[src/rtl/sun_pll_seq_pkg.sv]
// Shared types and default timing constants for the ring-oscillator PLL sequencer.
package sun_pll_seq_pkg;

    typedef enum logic [2:0] {
        StOff  = 3'd0,
        StBias = 3'd1,
        StKick = 3'd2,
        StAcq  = 3'd3,
        StLock = 3'd4,
        StCool = 3'd5,
        StFail = 3'd6
    } sun_state_e;

    localparam int unsigned DefBiasCyc    = 64;
    localparam int unsigned DefKickCyc    = 8;
    localparam int unsigned DefLockCnt    = 32;
    localparam int unsigned DefLossCnt    = 4;
    localparam int unsigned DefTimeoutCyc = 4096;
    localparam int unsigned DefOffCyc     = 16;
    localparam int unsigned DefMaxRetry   = 3;

    function automatic logic is_powered(sun_state_e s);
        return (s == StBias) || (s == StKick) || (s == StAcq) || (s == StLock);
    endfunction

endpackage

[src/rtl/sun_pll_sync2.sv]
// Two-flop synchronizer with asynchronous active-high reset to a selectable value.
module sun_pll_sync2 #(
    parameter logic RstVal = 1'b0
) (
    input  logic clk_i,
    input  logic rst_i,
    input  logic d_i,
    output logic q_o
);

    logic meta_q, sync_q;

    always_ff @(posedge clk_i or posedge rst_i) begin
        if (rst_i) begin
            meta_q <= RstVal;
            sync_q <= RstVal;
        end else begin
            meta_q <= d_i;
            sync_q <= meta_q;
        end
    end

    assign q_o = sync_q;

endmodule

[src/rtl/sun_pll_seq.sv]
// Power-up sequencer and lock detector for the ring-oscillator PLL.
// Define SUN_PLL_SEQ_RETRY_EN to enable cool-down and retry after an acquisition timeout.
module sun_pll_seq
    import sun_pll_seq_pkg::*;
#(
    parameter int unsigned BIAS_CYC    = DefBiasCyc,
    parameter int unsigned KICK_CYC    = DefKickCyc,
    parameter int unsigned LOCK_CNT    = DefLockCnt,
    parameter int unsigned LOSS_CNT    = DefLossCnt,
    parameter int unsigned TIMEOUT_CYC = DefTimeoutCyc,
    parameter int unsigned OFF_CYC     = DefOffCyc,
    parameter int unsigned MAX_RETRY   = DefMaxRetry
) (
    input  logic                           CK,
    input  logic                           RST,
    input  logic                           EN,
    input  logic                           CP_UP_N,
    input  logic                           CP_DOWN,
    output logic                           PWRUP_1V8,
    output logic                           KICK,
    output logic                           LOCKED,
    output logic                           FAIL,
    output logic [$clog2(MAX_RETRY+1)-1:0] RETRY_CNT,
    output logic [2:0]                     STATE
);

    localparam int unsigned PhMax = (BIAS_CYC > KICK_CYC) ?
                                    ((BIAS_CYC > OFF_CYC) ? BIAS_CYC : OFF_CYC) :
                                    ((KICK_CYC > OFF_CYC) ? KICK_CYC : OFF_CYC);
    localparam int unsigned PhW = $clog2(PhMax) + 1;
    localparam int unsigned TmW = $clog2(TIMEOUT_CYC) + 1;
    localparam int unsigned QcW = $clog2(LOCK_CNT) + 1;
    localparam int unsigned NcW = $clog2(LOSS_CNT) + 1;
    localparam int unsigned RcW = $clog2(MAX_RETRY + 1);

    sun_state_e     state_q, state_d;
    logic [PhW-1:0] ph_q, ph_d, ph_inc;
    logic [TmW-1:0] tmo_q, tmo_d, tmo_inc;
    logic [QcW-1:0] qc_q, qc_d, qc_inc;
    logic [NcW-1:0] nc_q, nc_d, nc_inc;
    logic           pwrup_q, kick_q, locked_q, fail_q;
    logic           up_n_s, down_s, quiet;

    sun_pll_sync2 #(.RstVal(1'b1)) u_sync_up (
        .clk_i(CK), .rst_i(RST), .d_i(CP_UP_N), .q_o(up_n_s)
    );
    sun_pll_sync2 #(.RstVal(1'b0)) u_sync_down (
        .clk_i(CK), .rst_i(RST), .d_i(CP_DOWN), .q_o(down_s)
    );

    assign quiet = up_n_s & ~down_s;

    // Saturating increments: counters hold at their limit instead of wrapping.
    assign ph_inc  = (ph_q == PhW'(PhMax))        ? ph_q  : ph_q + 1'b1;
    assign tmo_inc = (tmo_q == TmW'(TIMEOUT_CYC)) ? tmo_q : tmo_q + 1'b1;
    assign qc_inc  = (qc_q == QcW'(LOCK_CNT))     ? qc_q  : qc_q + 1'b1;
    assign nc_inc  = (nc_q == NcW'(LOSS_CNT))     ? nc_q  : nc_q + 1'b1;

`ifdef SUN_PLL_SEQ_RETRY_EN
    logic [RcW-1:0] retry_q, retry_d;
`endif

    always_comb begin
        state_d = state_q;
        ph_d    = ph_q;
        tmo_d   = tmo_q;
        qc_d    = qc_q;
        nc_d    = nc_q;
`ifdef SUN_PLL_SEQ_RETRY_EN
        retry_d = retry_q;
`endif
        if (!EN) begin
            state_d = StOff;
            ph_d    = '0;
            tmo_d   = '0;
            qc_d    = '0;
            nc_d    = '0;
`ifdef SUN_PLL_SEQ_RETRY_EN
            retry_d = '0;
`endif
        end else begin
            case (state_q)
                StOff: state_d = StBias;
                StBias: begin
                    if (ph_q == PhW'(BIAS_CYC - 1)) begin
                        state_d = StKick;
                        ph_d    = '0;
                    end else ph_d = ph_inc;
                end
                StKick: begin
                    if (ph_q == PhW'(KICK_CYC - 1)) begin
                        state_d = StAcq;
                        ph_d    = '0;
                        tmo_d   = '0;
                        qc_d    = '0;
                    end else ph_d = ph_inc;
                end
                StAcq: begin
                    tmo_d = tmo_inc;
                    qc_d  = quiet ? qc_inc : '0;
                    // Lock takes priority over a coincident timeout.
                    if (quiet && (qc_q == QcW'(LOCK_CNT - 1))) begin
                        state_d = StLock;
                        tmo_d   = '0;
                        qc_d    = '0;
                        nc_d    = '0;
                    end else if (tmo_q == TmW'(TIMEOUT_CYC - 1)) begin
                        tmo_d = '0;
                        qc_d  = '0;
                        ph_d  = '0;
`ifdef SUN_PLL_SEQ_RETRY_EN
                        if (retry_q < RcW'(MAX_RETRY)) begin
                            state_d = StCool;
                            retry_d = retry_q + 1'b1;
                        end else state_d = StFail;
`else
                        state_d = StFail;
`endif
                    end
                end
                StLock: begin
                    nc_d = quiet ? '0 : nc_inc;
                    if (!quiet && (nc_q == NcW'(LOSS_CNT - 1))) begin
                        state_d = StAcq;
                        nc_d    = '0;
                        tmo_d   = '0;
                        qc_d    = '0;
                    end
                end
                StCool: begin
                    if (ph_q == PhW'(OFF_CYC - 1)) begin
                        state_d = StBias;
                        ph_d    = '0;
                    end else ph_d = ph_inc;
                end
                StFail:  state_d = StFail;
                default: state_d = StOff;
            endcase
        end
    end

    // Outputs decode from the next state so they switch on the same edge as the state.
    always_ff @(posedge CK or posedge RST) begin
        if (RST) begin
            state_q  <= StOff;
            ph_q     <= '0;
            tmo_q    <= '0;
            qc_q     <= '0;
            nc_q     <= '0;
            pwrup_q  <= 1'b0;
            kick_q   <= 1'b0;
            locked_q <= 1'b0;
            fail_q   <= 1'b0;
        end else begin
            state_q  <= state_d;
            ph_q     <= ph_d;
            tmo_q    <= tmo_d;
            qc_q     <= qc_d;
            nc_q     <= nc_d;
            pwrup_q  <= is_powered(state_d);
            kick_q   <= (state_d == StKick);
            locked_q <= (state_d == StLock);
            fail_q   <= (state_d == StFail);
        end
    end

`ifdef SUN_PLL_SEQ_RETRY_EN
    always_ff @(posedge CK or posedge RST) begin
        if (RST) retry_q <= '0;
        else     retry_q <= retry_d;
    end
    assign RETRY_CNT = retry_q;
`else
    assign RETRY_CNT = '0;
`endif

    assign PWRUP_1V8 = pwrup_q;
    assign KICK      = kick_q;
    assign LOCKED    = locked_q;
    assign FAIL      = fail_q;
    assign STATE     = state_q;

endmodule
[config.mk]
export PLATFORM = sky130hd
export DESIGN_NAME = sun_pll_seq
export DESIGN_NICKNAME = d
export VERILOG_FILES = /design/src/rtl/sun_pll_seq_pkg.sv /design/src/rtl/sun_pll_sync2.sv /design/src/rtl/sun_pll_seq.sv
export SDC_FILE = /design/constraint.sdc
export NUM_CORES = 1
export LEC_CHECK = 0
export CAP_MARGIN = 20
export CELL_PAD_IN_SITES_DETAIL_PLACEMENT = 1
export CELL_PAD_IN_SITES_GLOBAL_PLACEMENT = 1
export CORE_MARGIN = 3
export CORE_UTILIZATION = 50
export CTS_CLUSTER_SIZE = 24
export DETAILED_ROUTE_END_ITERATION = 16
export PLACE_DENSITY = 0.95
export SLEW_MARGIN = 25
export SYNTH_ARGS = -nofsm -noshare
export SYNTH_HDL_FRONTEND = slang
export SYNTH_HIERARCHICAL = 1
export SYNTH_SLANG_ARGS = --single-unit
export TNS_END_PERCENT = 20
[constraint.sdc]
create_clock -name CK -period 4.9 [get_ports CK]
set_input_delay 1.47 -clock CK [delete_from_list [all_inputs] [get_ports CK]]
set_output_delay 1.47 -clock CK [all_outputs]
set_load 0.01 [all_outputs]
==> results.toml <==
[run_status]
status = "completed"

[synth]
synthMuxAreaShare = 0.00818
async_flop_share = 1.00
synth_fa_ha_area_frac = 0.0460
yosysMostFrequentCell = "dfrtp_1"
synth-xor-area-share = 0
synth-seq-cells = 40
synth_compound_area_frac = 0.212
ys_top_cells_by_count = "dfrtp_1, nand2_1, o21ai_0"
yosys_warnings = 6
synth_top_family_by_area = "simple AND/OR/NAND/NOR gates"
synth_edf_count = 0
synth_flop_cell = "dfrtp_1"
ys_types = 55
synth_top_cell_area_share = 0.389
synth_simple_gate_area_share = 0.274
syn-cell-area_um2 = 2450
synth_top_area_cell = "dfrtp_1"
synth-seq-area-share = 0.410
synth.area.top_cells = "dfrtp_1, o21ai_0, ha_1"
synthCells = 268
syn_area_per_cell_um2 = 9.13

[worst_setup_path]
cp_max_fo = 11
critical-path-slowest-cell = "clkdlybuf4s50_1"
worst-r2r-setup-slack_ns = 2.47
cp_data_required_time_ns = 5.09
path_cells = "clkdlybuf4s50_1 > nand4b_1 > a21o_1 > nand2b_1 > or2_1 > o41ai_2"
worstPathArrival_ns = 3.73
crit_type = "in -> reg"
end_kind = "flop"
slowest_delay_ns = 0.71
startpoint_type = "input pin"

[sta]
maxSlewHeadroom = 0.553
finalSetupViolCount = 0
hold_viol = 0
tightest_slew_ns = 0.664
setup_tns_ns = 0
max_freq_mhz = 282
holdWs_ns = 0.358
maxSlewViolCount = 0
period_share = 0.723
post-route-min-period_ns = 3.54
rsz0062_at_grt = "no"
fin_ws_ns = 1.36
skew_ns = 0.0152

[placement]
io_buffers = 11
place_hpwl_mm = 4.43
pre_cts_ws_ns = 1.11
gp_congestion = 0.791

[grt]
grtUsageMet3 = 0.0415
gr-usage-met1 = 0.277
gr-max-usage-layer = "met2"
grt_pass1_wl_mm = 10.7
grt_overflow = 0
grtUsageMet2 = 0.405
grt_usage = 0.228
antenna_found_initial = 0
grt_max_degree = 37
grt_pass1_vias = 2215

[layout]
utilization = 0.592
diodes = 0
fin_nets = 294
drive_gt1_frac = 0.0890
syn_to_final_growth_pct = 9.72

[clock_tree]
postCtsSetupBuffers = 0
clock_latency_ns = 0.30
cts_num_sinks = 40
cts-hold-fix-buffers = 0
clk_path_buf_depth = 2
h-tree-depth = 2
clkTransAtPathRegs_ns = 0.07
cts_tree = "done"
root_buffer = "clkbuf_8"
post_cts_resized = 0
cts_buffers = 5

[floorplanning]
placementRows = 24
start_util = 0.539
io_pins = 14
die_x_um = 75.9
die_area_um2 = 5770
die_h_um = 75.9
core_um2 = 4530

[routing]
dr.pass1.iters = 4
vias = 2142
route.detailed.drc = 0
drtIter0Drc = 198
totalWireLength_mm = 6.25
vias_per_cell = 6.19
wl_per_cell_um = 18.1
final_antenna_net_count = 0

[min_path]
hp-class = "reg -> reg"

[run]
max_cap_viol_count = 0

[pwr]
p_leak_nw = 1.10
powerDensity_nw_per_um2 = 219
ir_drop_v = 0.000197
## layer usage
metal / vias to the layer above / routed length [um]
met5: - / 0
met3: 15 / 180
met4: 0 / 140
li1: 1007 / -
met2: 51 / 3170
met1: 1069 / 2760
## placed cells by master (no fill, tap or decap), types with 8 or more instances in the layout
cell	Yosys	layout
clkdlybuf4s50_1	0	11
dfrtp_1	38	38
ha_1	9	9
inv_1	17	17
nand2_1	27	27
nand2b_1	9	9
nand3_1	12	12
nor2_1	19	19
o21ai_0	25	25
o31ai_1	8	8
## power breakdown
part           internal, mW  switching [mW]  leakage, nW
registers             0.335         0.00441        0.541
clock network         0.100           0.115       0.0422
logic                0.0118          0.0226        0.515
## state kept, by name, indices dropped and copies added, names as in the netlist
register            cells
LOCKED                  1
qc_q                    6
u_sync_up/meta_q        1
STATE                   3
FAIL                    1
u_sync_down/meta_q      1
u_sync_down/q_o         1
nc_q                    3
KICK                    1
u_sync_up/q_o           1
ph_q                    7
tmo_q                  13
PWRUP_1V8               1
## area by class of cell
cell class	instances	area, um2
clock inverters	1	5.00
flip-flops and latches	40	1000
fillers	530	1850
inverters	17	63.8
repair buffers	13	125
well taps	65	81.3
multi-input cells	203	1330
clock buffers	7	76.3
## cells by family after synthesis
| logic type | Yosys count |
|---|---|
| other | 1 |
| AND/OR/NAND/NOR | 118 |
| adder cells (fa/ha/maj) | 9 |
| buffers and inverters | 26 |
| flip-flops | 40 |
| multiplexers | 2 |
| AO/OA/AOI/OAI | 72 |
## through the flow
step	power, mW	instance area (um2)	std cells
2_1_floorplan	0.367	2450	269
3_3_place_gp	0.378	2600	338
3_5_place_dp	0.380	2600	338
4_1_cts	0.597	2680	346
5_1_grt	0.616	2680	346
6_report	0.588	2680	346
## critical path, delay by kind of cell
kind / cells / cell delay, ns
AND/OR/NAND/NOR: 3 / 0.99
buffers and inverters: 1 / 0.71
AO/OA/AOI/OAI: 2 / 0.56
## worst paths after layout
check / start / end / depth (start not counted)
max: EN / tmo_q[5]$_DFFE_PP0P_ / 6
min in group asynchronous: RST / u_sync_down/meta_q$_DFF_PP0_ / 2
max reg2reg: tmo_q[1]$_DFFE_PP0P_ / ph_q[4]$_DFFE_PP0P_ / 7
min reg2reg: u_sync_down/meta_q$_DFF_PP0_ / u_sync_down/q_o$_DFF_PP0_ / 0
min: u_sync_down/meta_q$_DFF_PP0_ / u_sync_down/q_o$_DFF_PP0_ / 0
max in group asynchronous: RST / qc_q[5]$_DFFE_PP0P_ / 3
Note: power is estimated with default switching activity, not from simulation.
